--- src/rtl/vga_pkg.sv ---
// rtl/vga_pkg.sv - shared mode encoding, border colour and default geometry for the VGA pattern generator
package vga_pkg;

  typedef enum logic [1:0] {
    MODE_GRID     = 2'd0,
    MODE_BARS     = 2'd1,
    MODE_GRADIENT = 2'd2,
    MODE_SOLID    = 2'd3
  } mode_e;

  // Per-channel on/off mask {r,g,b}; each set bit becomes an all-ones channel.
  localparam logic [2:0] BORDER_RGB = 3'b101;

  localparam int DEF_H_ACTIVE = 640;
  localparam int DEF_V_ACTIVE = 480;

endpackage

--- src/rtl/vga_band_index.sv ---
// rtl/vga_band_index.sv - maps a column to floor(xe*BANDS/H_ACTIVE) using elaboration-time thresholds
module vga_band_index #(
  parameter int COORD_BITS = 10,
  parameter int H_ACTIVE   = 640,
  parameter int BANDS      = 8,
  parameter int IDX_BITS   = (BANDS > 1) ? $clog2(BANDS) : 1
) (
  input  logic [COORD_BITS-1:0] xe,
  output logic [IDX_BITS-1:0]   idx
);

  logic [BANDS-1:1] at_or_above;

  // Band k starts at the first column where xe*BANDS >= k*H_ACTIVE, i.e. ceil(k*H_ACTIVE/BANDS).
  for (genvar k = 1; k < BANDS; k++) begin : g_thr
    localparam logic [COORD_BITS-1:0] THR = COORD_BITS'((k * H_ACTIVE + BANDS - 1) / BANDS);
    assign at_or_above[k] = (xe >= THR);
  end

  always_comb begin
    idx = '0;
    for (int k = 1; k < BANDS; k++) begin
      if (at_or_above[k]) begin
        idx = IDX_BITS'(k);
      end
    end
  end

endmodule

--- src/rtl/vga_pattern_gen.sv ---
// rtl/vga_pattern_gen.sv - VGA test-pattern generator, 2-stage pipeline keeping RGB and syncs aligned
// Optional feature macro: PATTERN_SCROLL_EN (patterns 0-2 scroll one pixel per frame).
module vga_pattern_gen
  import vga_pkg::*;
#(
  parameter int COLOR_BITS = 2,
  parameter int COORD_BITS = 10,
  parameter int H_ACTIVE   = DEF_H_ACTIVE,
  parameter int V_ACTIVE   = DEF_V_ACTIVE,
  parameter int BORDER     = 1
) (
  input  logic                    clk,
  input  logic                    reset,
  input  logic                    pixel_active,
  input  logic [COORD_BITS-1:0]   x,
  input  logic [COORD_BITS-1:0]   y,
  input  logic                    hsync_in,
  input  logic                    vsync_in,
  input  logic                    mode_step,
  input  logic                    mode_load,
  input  logic [1:0]              mode_sel,
  input  logic [3*COLOR_BITS-1:0] solid_rgb,
  output logic [COLOR_BITS-1:0]   r,
  output logic [COLOR_BITS-1:0]   g,
  output logic [COLOR_BITS-1:0]   b,
  output logic                    hsync,
  output logic                    vsync,
  output logic [1:0]              mode,
  output logic [7:0]              frame_count
);

  localparam int GRAD_BANDS = 1 << COLOR_BITS;

  mode_e      mode_q, mode_d, pend_q, pend_d;
  logic [7:0] fc_q, fc_d;
  logic       vsync_prev_q;
  logic       frame_start;

  logic                    s1_active_q, s1_hs_q, s1_vs_q;
  logic [COORD_BITS-1:0]   s1_x_q, s1_y_q;
  logic [3*COLOR_BITS-1:0] s1_solid_q;

  logic [COORD_BITS-1:0]   xe;
  logic [2:0]              bar_idx, bar_c;
  logic [COLOR_BITS-1:0]   grad_lvl;
  logic                    is_edge;
  logic [COLOR_BITS-1:0]   r_d, g_d, b_d, r_q, g_q, b_q;
  logic                    hs_q, vs_q;

  // Requests only touch the pending mode; the visible mode follows it at frame start,
  // so a request arriving on the frame-start cycle waits for the next frame.
  always_comb begin
    frame_start = vsync_prev_q & ~vsync_in;
    pend_d      = pend_q;
    mode_d      = mode_q;
    fc_d        = fc_q;
    if (mode_load) begin
      pend_d = mode_e'(mode_sel);
    end else if (mode_step) begin
      pend_d = mode_e'(pend_q + 2'd1);
    end
    if (frame_start) begin
      mode_d = pend_q;
      fc_d   = fc_q + 8'd1;
    end
  end

  always_ff @(posedge clk) begin
    if (reset) begin
      mode_q       <= MODE_GRID;
      pend_q       <= MODE_GRID;
      fc_q         <= 8'd0;
      vsync_prev_q <= 1'b1;
    end else begin
      mode_q       <= mode_d;
      pend_q       <= pend_d;
      fc_q         <= fc_d;
      vsync_prev_q <= vsync_in;
    end
  end

  always_ff @(posedge clk) begin
    if (reset) begin
      s1_active_q <= 1'b0;
      s1_hs_q     <= 1'b1;
      s1_vs_q     <= 1'b1;
      s1_x_q      <= '0;
      s1_y_q      <= '0;
      s1_solid_q  <= '0;
    end else begin
      s1_active_q <= pixel_active;
      s1_hs_q     <= hsync_in;
      s1_vs_q     <= vsync_in;
      s1_x_q      <= x;
      s1_y_q      <= y;
      s1_solid_q  <= solid_rgb;
    end
  end

`ifdef PATTERN_SCROLL_EN
  logic [COORD_BITS:0] xsum;

  always_comb begin
    xsum = (COORD_BITS+1)'(s1_x_q) + (COORD_BITS+1)'(fc_q);
    if (xsum >= (COORD_BITS+1)'(H_ACTIVE)) begin
      xe = COORD_BITS'(xsum - (COORD_BITS+1)'(H_ACTIVE));
    end else begin
      xe = COORD_BITS'(xsum);
    end
  end
`else
  assign xe = s1_x_q;
`endif

  vga_band_index #(
    .COORD_BITS(COORD_BITS),
    .H_ACTIVE  (H_ACTIVE),
    .BANDS     (8),
    .IDX_BITS  (3)
  ) u_bars (
    .xe (xe),
    .idx(bar_idx)
  );

  vga_band_index #(
    .COORD_BITS(COORD_BITS),
    .H_ACTIVE  (H_ACTIVE),
    .BANDS     (GRAD_BANDS),
    .IDX_BITS  (COLOR_BITS)
  ) u_grad (
    .xe (xe),
    .idx(grad_lvl)
  );

  // Border tests the raw column so it stays put when the patterns scroll.
  always_comb begin
    is_edge = (s1_x_q == '0) || (s1_x_q == COORD_BITS'(H_ACTIVE - 1)) ||
              (s1_y_q == '0) || (s1_y_q == COORD_BITS'(V_ACTIVE - 1));
    bar_c   = 3'd7 - bar_idx;
    r_d     = '0;
    g_d     = '0;
    b_d     = '0;
    if (s1_active_q) begin
      if ((BORDER != 0) && is_edge) begin
        r_d = {COLOR_BITS{BORDER_RGB[2]}};
        g_d = {COLOR_BITS{BORDER_RGB[1]}};
        b_d = {COLOR_BITS{BORDER_RGB[0]}};
      end else begin
        case (mode_q)
          MODE_GRID: begin
            r_d = xe[COLOR_BITS+2:3];
            g_d = s1_y_q[COLOR_BITS+2:3];
            b_d = {COLOR_BITS{~(xe[4] ^ s1_y_q[4])}};
          end
          MODE_BARS: begin
            r_d = {COLOR_BITS{bar_c[2]}};
            g_d = {COLOR_BITS{bar_c[1]}};
            b_d = {COLOR_BITS{bar_c[0]}};
          end
          MODE_GRADIENT: begin
            r_d = grad_lvl;
            g_d = grad_lvl;
            b_d = grad_lvl;
          end
          default: begin
            {r_d, g_d, b_d} = s1_solid_q;
          end
        endcase
      end
    end
  end

  always_ff @(posedge clk) begin
    if (reset) begin
      r_q  <= '0;
      g_q  <= '0;
      b_q  <= '0;
      hs_q <= 1'b1;
      vs_q <= 1'b1;
    end else begin
      r_q  <= r_d;
      g_q  <= g_d;
      b_q  <= b_d;
      hs_q <= s1_hs_q;
      vs_q <= s1_vs_q;
    end
  end

  assign r           = r_q;
  assign g           = g_q;
  assign b           = b_q;
  assign hsync       = hs_q;
  assign vsync       = vs_q;
  assign mode        = mode_q;
  assign frame_count = fc_q;

endmodule

--- config.mk ---
export PLATFORM = sky130hd
export DESIGN_NAME = vga_pattern_gen
export DESIGN_NICKNAME = d
export VERILOG_FILES = /design/src/rtl/vga_pkg.sv /design/src/rtl/vga_band_index.sv /design/src/rtl/vga_pattern_gen.sv
export SDC_FILE = /design/constraint.sdc
export NUM_CORES = 1
export LEC_CHECK = 0
export CAP_MARGIN = 15
export CORE_MARGIN = 4
export CORE_UTILIZATION = 50
export CTS_CLUSTER_SIZE = 20
export DETAILED_ROUTE_END_ITERATION = 16
export PLACE_DENSITY = 0.93
export SKIP_LAST_GASP = 1
export SYNTH_ARGS = -nofsm -noshare
export SYNTH_HDL_FRONTEND = slang
export SYNTH_HIERARCHICAL = 1
export SYNTH_SLANG_ARGS = --single-unit
--- constraint.sdc ---
create_clock -name clk -period 3.51 [get_ports clk]
set_input_delay 0.702 -clock clk [delete_from_list [all_inputs] [get_ports clk]]
set_output_delay 0.702 -clock clk [all_outputs]
set_load 0.01 [all_outputs]
==> results of run 1 <==
==> layout make-up <==
cell class              instances  share of cell area, %
well taps                      48                   2.34
clock buffers                   7                   2.98
inverters                       8                   1.17
multi-input cells             131                   34.0
clock inverters                 1                  0.293
flip-flops and latches         49                   38.3
repair buffers                 54                   20.9
==> per-stage QoR <==
stage	cell area [sq um]	util [%]	cells	worst slack, ns	hold WS, ns
2_1_floorplan	1910	-	196	1.54	0.389
3_3_place_gp	2480	67.2	290	1.23	0.416
3_5_place_dp	2480	67.2	290	1.16	0.415
4_1_cts	2560	69.5	298	1.23	0.436
5_1_grt	2560	69.5	298	1.15	0.449
6_report	2560	69.5	298	1.27	0.442
==> logic make-up after synthesis <==
kind of cell,synth area share (%)
XOR/XNOR,4.58
adder cells (fa/ha/maj),1.83
AO/OA/AOI/OAI,7.06
buffers and inverters,3.14
flip-flops,51.3
multiplexers,3.92
AND/OR/NAND/NOR,28.2
==> flip-flops by register name, summed over array words and instances, names as in the netlist, 2 cells and up <==
signal,flops
s1_x_q,10
s1_y_q,10
frame_count,8
s1_solid_q,6
b,2
g,2
mode,2
pend_q,2
r,2
==> worst paths after layout <==
check,start,endpoint,slack (ns)
worst max-delay path,mode[1],mode[1],1.27
worst min-delay path,s1_vs_q,vsync,0.44
worst max register to register,s1_x_q[8],g[0],1.34
worst min register to register,s1_vs_q,vsync,0.44
==> power by group <==
group	internal, mW	leakage [nW]	switching, mW	total, mW
Combinational	0.0850	0.523	0.0479	0.133
Clock	0.141	0.0385	0.177	0.318
Sequential	0.582	0.405	0.0252	0.607
Total	0.808	0.966	0.250	1.06
==> cell usage after synthesis (3+ instances only) <==
library cell / n / area, sq um
sky130_fd_sc_hd__a31oi_1: 7 / 43.8
sky130_fd_sc_hd__dfxtp_1: 49 / 981
sky130_fd_sc_hd__xnor2_1: 4 / 35.0
sky130_fd_sc_hd__nor2b_1: 30 / 188
sky130_fd_sc_hd__xor2_1: 6 / 52.6
sky130_fd_sc_hd__a21oi_1: 4 / 20.0
sky130_fd_sc_hd__nor4_1: 6 / 37.5
sky130_fd_sc_hd__nand4_1: 8 / 50.1
sky130_fd_sc_hd__inv_1: 7 / 26.3
sky130_fd_sc_hd__mux2i_1: 3 / 30.0
sky130_fd_sc_hd__or2_2: 4 / 25.0
sky130_fd_sc_hd__nand2_1: 9 / 33.8
sky130_fd_sc_hd__clkbuf_1: 7 / 26.3
sky130_fd_sc_hd__nor2_1: 20 / 75.1
sky130_fd_sc_hd__or4_1: 5 / 37.5
==> metal layers <==
layer / global-route usage (%) / vias up / routed length, um
met5: 0 / - / 0
met4: 6.60 / 0 / 64
met3: 5.18 / 7 / 227
met2: 28.9 / 42 / 2100
met1: 17.2 / 722 / 1500
li1: - / 779 / -
==> impl_metrics.toml, run 1 <==
[drt]
drt_first_pass_iters = 4
ant_nets = 0
drc = 0
routed_wire_length_per_instance_um = 13.1
drt_iter0_markers = 124
vias_post_dr = 1550
drt-vias-per-instance = 5.20
drt_wl_total_um = 3890

[logic_synthesis]
synth.cell_area_sq_um = 1910
syn-num-nets = 232
synth.yosys.seq_area_share_pct = 51.3
synth_ff_type = "sky130_fd_sc_hd__dfxtp_1"
syn-mean-instance-area_sq_um = 9.76
synth_warnings = 6
synth_seq_cells = 49
synth-edff-count = 0
synth.distinct_cells = 33
synth_cells = 196
synthArstFlopShare_pct = 0

[sta]
timing.fmax_mhz = 446
finalClockSkew_ns = 0.00226
fin_setup_tns_ns = 0
timing.slew.headroom_pct = 47.1
hold_violations = 0
fin_crit_sh_pct = 63.9
rsz0062_at_grt = "false"
tightestPinTransition_ns = 0.793
timing.final.max_slew_violations = 0
layout_min_cycle_time_ns = 2.24
finalSetupViolCount = 0

[worst_setup_path]
cp.depth = 1
type_of_the_worst_setup_path = "flop to output port"
critical_path.slowest_cell = "sky130_fd_sc_hd__clkdlybuf4s50_1"
critical_path_buf_inv_count = 1
critical-path-top-delay-family = "buffers and inverters"
worst-r2r-cell-count = 5
startpoint_type_of_the_worst_setup_path = "flop"
timing.critical_path.to_type = "output port"
slowest_delay_ns = 0.63
worstPathMaxFanout = 13
critPathArrivalTime_ns = 1.54
worst_ep_required_time_ns = 2.81
list_of_cells_traversed_by_the_critical_path = "clkdlybuf4s50_1"

[cts]
post_cts_resize_count = 0
cts.sinks = 49
cts_root_buffer = "sky130_fd_sc_hd__clkbuf_8"
tritoncts = "built"
clock_tree.buffer_depth = 2
hold_buffers = 0
clkTransAtPathRegs_ns = 0.08
clkLatencyLatePin_ns = 0.30
htreeDepth = 2
cts-buffers-inserted = 5
cts.repair_timing.setup_buffer_count = 0

[place]
final_gp_congestion = 0.760
place.port_buffers = 52
hpwl_um = 2930

[finish]
multi_input_area_sq_um = 872
final_common_cell = "sky130_fd_sc_hd__clkdlybuf4s50_1"
drive_above_1_share_pct = 8.00
sequential_cell_area_sq_um = 981
layout.cells.most_common_list = "sky130_fd_sc_hd__clkdlybuf4s50_1, sky130_fd_sc_hd__dfxtp_1, sky130_fd_sc_hd__nor2b_1"
layout_overhead_on_the_synthesized_area_pct = 33.9
nNetsFinal = 285
antenna-diode-count = 0
layout.filler_cells = 285

[power_and_ir_drop]
power_per_cell_area_nw_per_um2 = 413
leakage_nw = 0.966
post-layout-total-power_mw = 1.06
max-vdd-ir-drop_mv = 0.284

[floorplan]
fp.dieH_um = 69.9
ioPinCount = 53
start_util_pct = 51.9
die_ar_sq_um = 4880
die_width_um = 69.9
placeableCoreArea_sq_um = 3690
fp-row-count = 22

[global_routing]
groute.usage.overall_pct = 16.1
first_global_vias = 1392
number_of_antenna_violations_at_the_first_check_in_global_routing = 0
pin_count_of_the_biggest_net_entering_global_routing = 22
first_pass_grt_wire_length_um = 6190
grt_remaining_overflow = 0

[worst_hold_path]
min_path_cells = 1
type_of_the_tightest_min_delay_check = "flop to flop"

[status]
status = "finished, final reports clean"

[run]
max_cap_violations = 0
(Power assumes the default switching activity.)
==> inputs of run 2 (changes only) <==
- CORE_UTILIZATION: 50 -> 42
- PLACE_DENSITY: 0.93 -> 0.84
- clock period: 3.51 -> 1.9 ns (I/O delays scaled with it)
==> run 2 against run 1 <==
Against the previous run: routed wire length rose by 0.31%; combinational power rose by 110%; clock power rose by 140%; largest cell class unchanged; utilization fell by 8.3 points; worst hold slack got worse by 0.030 ns; total power rose by 100%; first-iteration DRC count fell by 63%; critical path type is now flop to flop; non-clock buffer count rose by 5; via count fell by 0.32%.
==> impl_metrics.toml, run 2 (synthesized netlist as in run 1, its figures left out) <==
[worst_setup_path]
type_of_the_worst_setup_path = "flop to flop"
worst_ep_required_time_ns = 2.09
crit-reg2reg-capture = "g[0]"
worst-r2r-cell-count = 4
r2r_start = "s1_x_q[6]"
r2r_setup_slack_ns = 0.07
timing.critical_path.to_type = "flop"
cp-startpoint = "s1_x_q[6]"
worstPathMaxFanout = 7
startpoint_type_of_the_worst_setup_path = "flop"
critical_path.endpoint = "g[0]"
critPathArrivalTime_ns = 2.02

[cts]
post_cts_resize_count = 0
cts.sinks = 49
cts.repair_timing.setup_buffer_count = 0
tritoncts = "built"
cts-buffers-inserted = 5
clkLatencyLatePin_ns = 0.30
cts_root_buffer = "sky130_fd_sc_hd__clkbuf_8"
hold_buffers = 0
clkTransAtPathRegs_ns = 0.09
htreeDepth = 2
clock_tree.buffer_depth = 2

[global_routing]
first_pass_grt_wire_length_um = 6070
grt_remaining_overflow = 0
pin_count_of_the_biggest_net_entering_global_routing = 47
first_global_vias = 1414
number_of_antenna_violations_at_the_first_check_in_global_routing = 0
groute.usage.overall_pct = 14.0

[power_and_ir_drop]
max-vdd-ir-drop_mv = 0.520
power.share.switching_pct = 21.7
cell_internal_pwr_mw = 1.67
leakage_nw = 1.02
power.clock.fraction_pct = 35.3
comb_power_share_pct = 12.8
power_per_cell_area_nw_per_um2 = 797
post-layout-total-power_mw = 2.14
sequentialPowerShare_pct = 51.9
p_switching_uw = 465

[status]
status = "finished, final reports clean"

[floorplan]
ioPinCount = 53
die_ar_sq_um = 5700
fp.dieH_um = 75.5
fp-row-count = 24
placeableCoreArea_sq_um = 4380
die_width_um = 75.5
start_util_pct = 43.6

[run]
max_cap_violations = 0

[sta]
hold_violations = 0
timing.final.max_slew_violations = 0
holdWs_ns = 0.412
timing.slew.headroom_pct = 59.3
worst_slack_ns = 0.0666
finalSetupViolCount = 0
layout_min_cycle_time_ns = 1.83
rsz0062_at_grt = "true"
finalClockSkew_ns = 0.00721
timing.fmax_mhz = 545
fin_crit_sh_pct = 96.5
tightestPinTransition_ns = 0.605

[finish]
layout.core_utilization_pct = 61.2
final_common_cell = "sky130_fd_sc_hd__clkdlybuf4s50_1"
layout_overhead_on_the_synthesized_area_pct = 40.2
drive_above_1_share_pct = 12.2
layout.cells.most_common_list = "sky130_fd_sc_hd__clkdlybuf4s50_1, sky130_fd_sc_hd__dfxtp_1, sky130_fd_sc_hd__nor2b_1"
stdcell_area_sq_um = 2680
nNetsFinal = 290
antenna-diode-count = 0

[place]
hpwl_um = 2820
place.port_buffers = 52
dpl-instance-area_sq_um = 2530
final_gp_congestion = 0.831
dp_slack_ns = 0.0859

[drt]
ant_nets = 0
drt-vias-per-instance = 5.03
drt_first_pass_iters = 4
routed_wire_length_per_instance_um = 12.7
drt_wl_total_um = 3900
vias_post_dr = 1545
drc = 0
drt_iter0_markers = 46

[worst_hold_path]
type_of_the_tightest_min_delay_check = "flop to flop"
run 2: cell types whose count changed in the layout (fill, tap and decap cells not counted), sizes merged:
cell    before  now
clkbuf       7    6
buf          2    7
bufinv       0    1
run 2: worst min path at each step:
stage	from	end	slack (ns)	depth (start not counted)
floorplan	s1_hs_q	hsync	0.39	1
global placement	s1_hs_q	hsync	0.39	1
detailed placement	s1_hs_q	hsync	0.40	1
CTS	s1_hs_q	hsync	0.41	1
global route	s1_hs_q	hsync	0.45	1
finish	s1_hs_q	hsync	0.41	1
run 2: area by class of cell:
type / instances / area (sq um)
multi-input combinational: 131 / 893
clock inverter: 2 / 37.5
timing repair buffer: 59 / 589
inverter: 8 / 30.0
tap: 52 / 65.1
clock buffer: 6 / 82.6
sequential: 49 / 983
fill: 360 / 1700
run 2: critical path: stages, from the launching register on:
cell	delay, ns
sky130_fd_sc_hd__dfxtp_1	0.37
sky130_fd_sc_hd__maj3_2	0.32
sky130_fd_sc_hd__a221o_1	0.39
sky130_fd_sc_hd__mux4_2	0.45
sky130_fd_sc_hd__and4b_1	0.20
run 2: through the flow:
step	cells	setup TNS, ns
2_1_floorplan	196	0
3_3_place_gp	299	0
3_5_place_dp	299	0
4_1_cts	307	0
5_1_grt	307	-0.00909
6_report	307	0
run 2: metal layers:
layer	track usage [%]	vias up	wire length [um]
met1	16.4	701	1670
met4	6.41	0	74
met3	3.43	8	169
met2	24.2	38	1990
li1	-	798	-
met5	0	-	0
run 2: power groups by stage:
| stage | combinational [mW] | sequential [mW] | clock [mW] |
|---|---|---|---|
| 2_1_floorplan | 0.130 | 1.13 | 0 |
| 5_1_grt | 0.299 | 1.12 | 0.813 |
| 6_report | 0.273 | 1.11 | 0.755 |
| 3_5_place_dp | 0.268 | 1.13 | 0 |
| 4_1_cts | 0.270 | 1.11 | 0.776 |
| 3_3_place_gp | 0.262 | 1.13 | 0 |
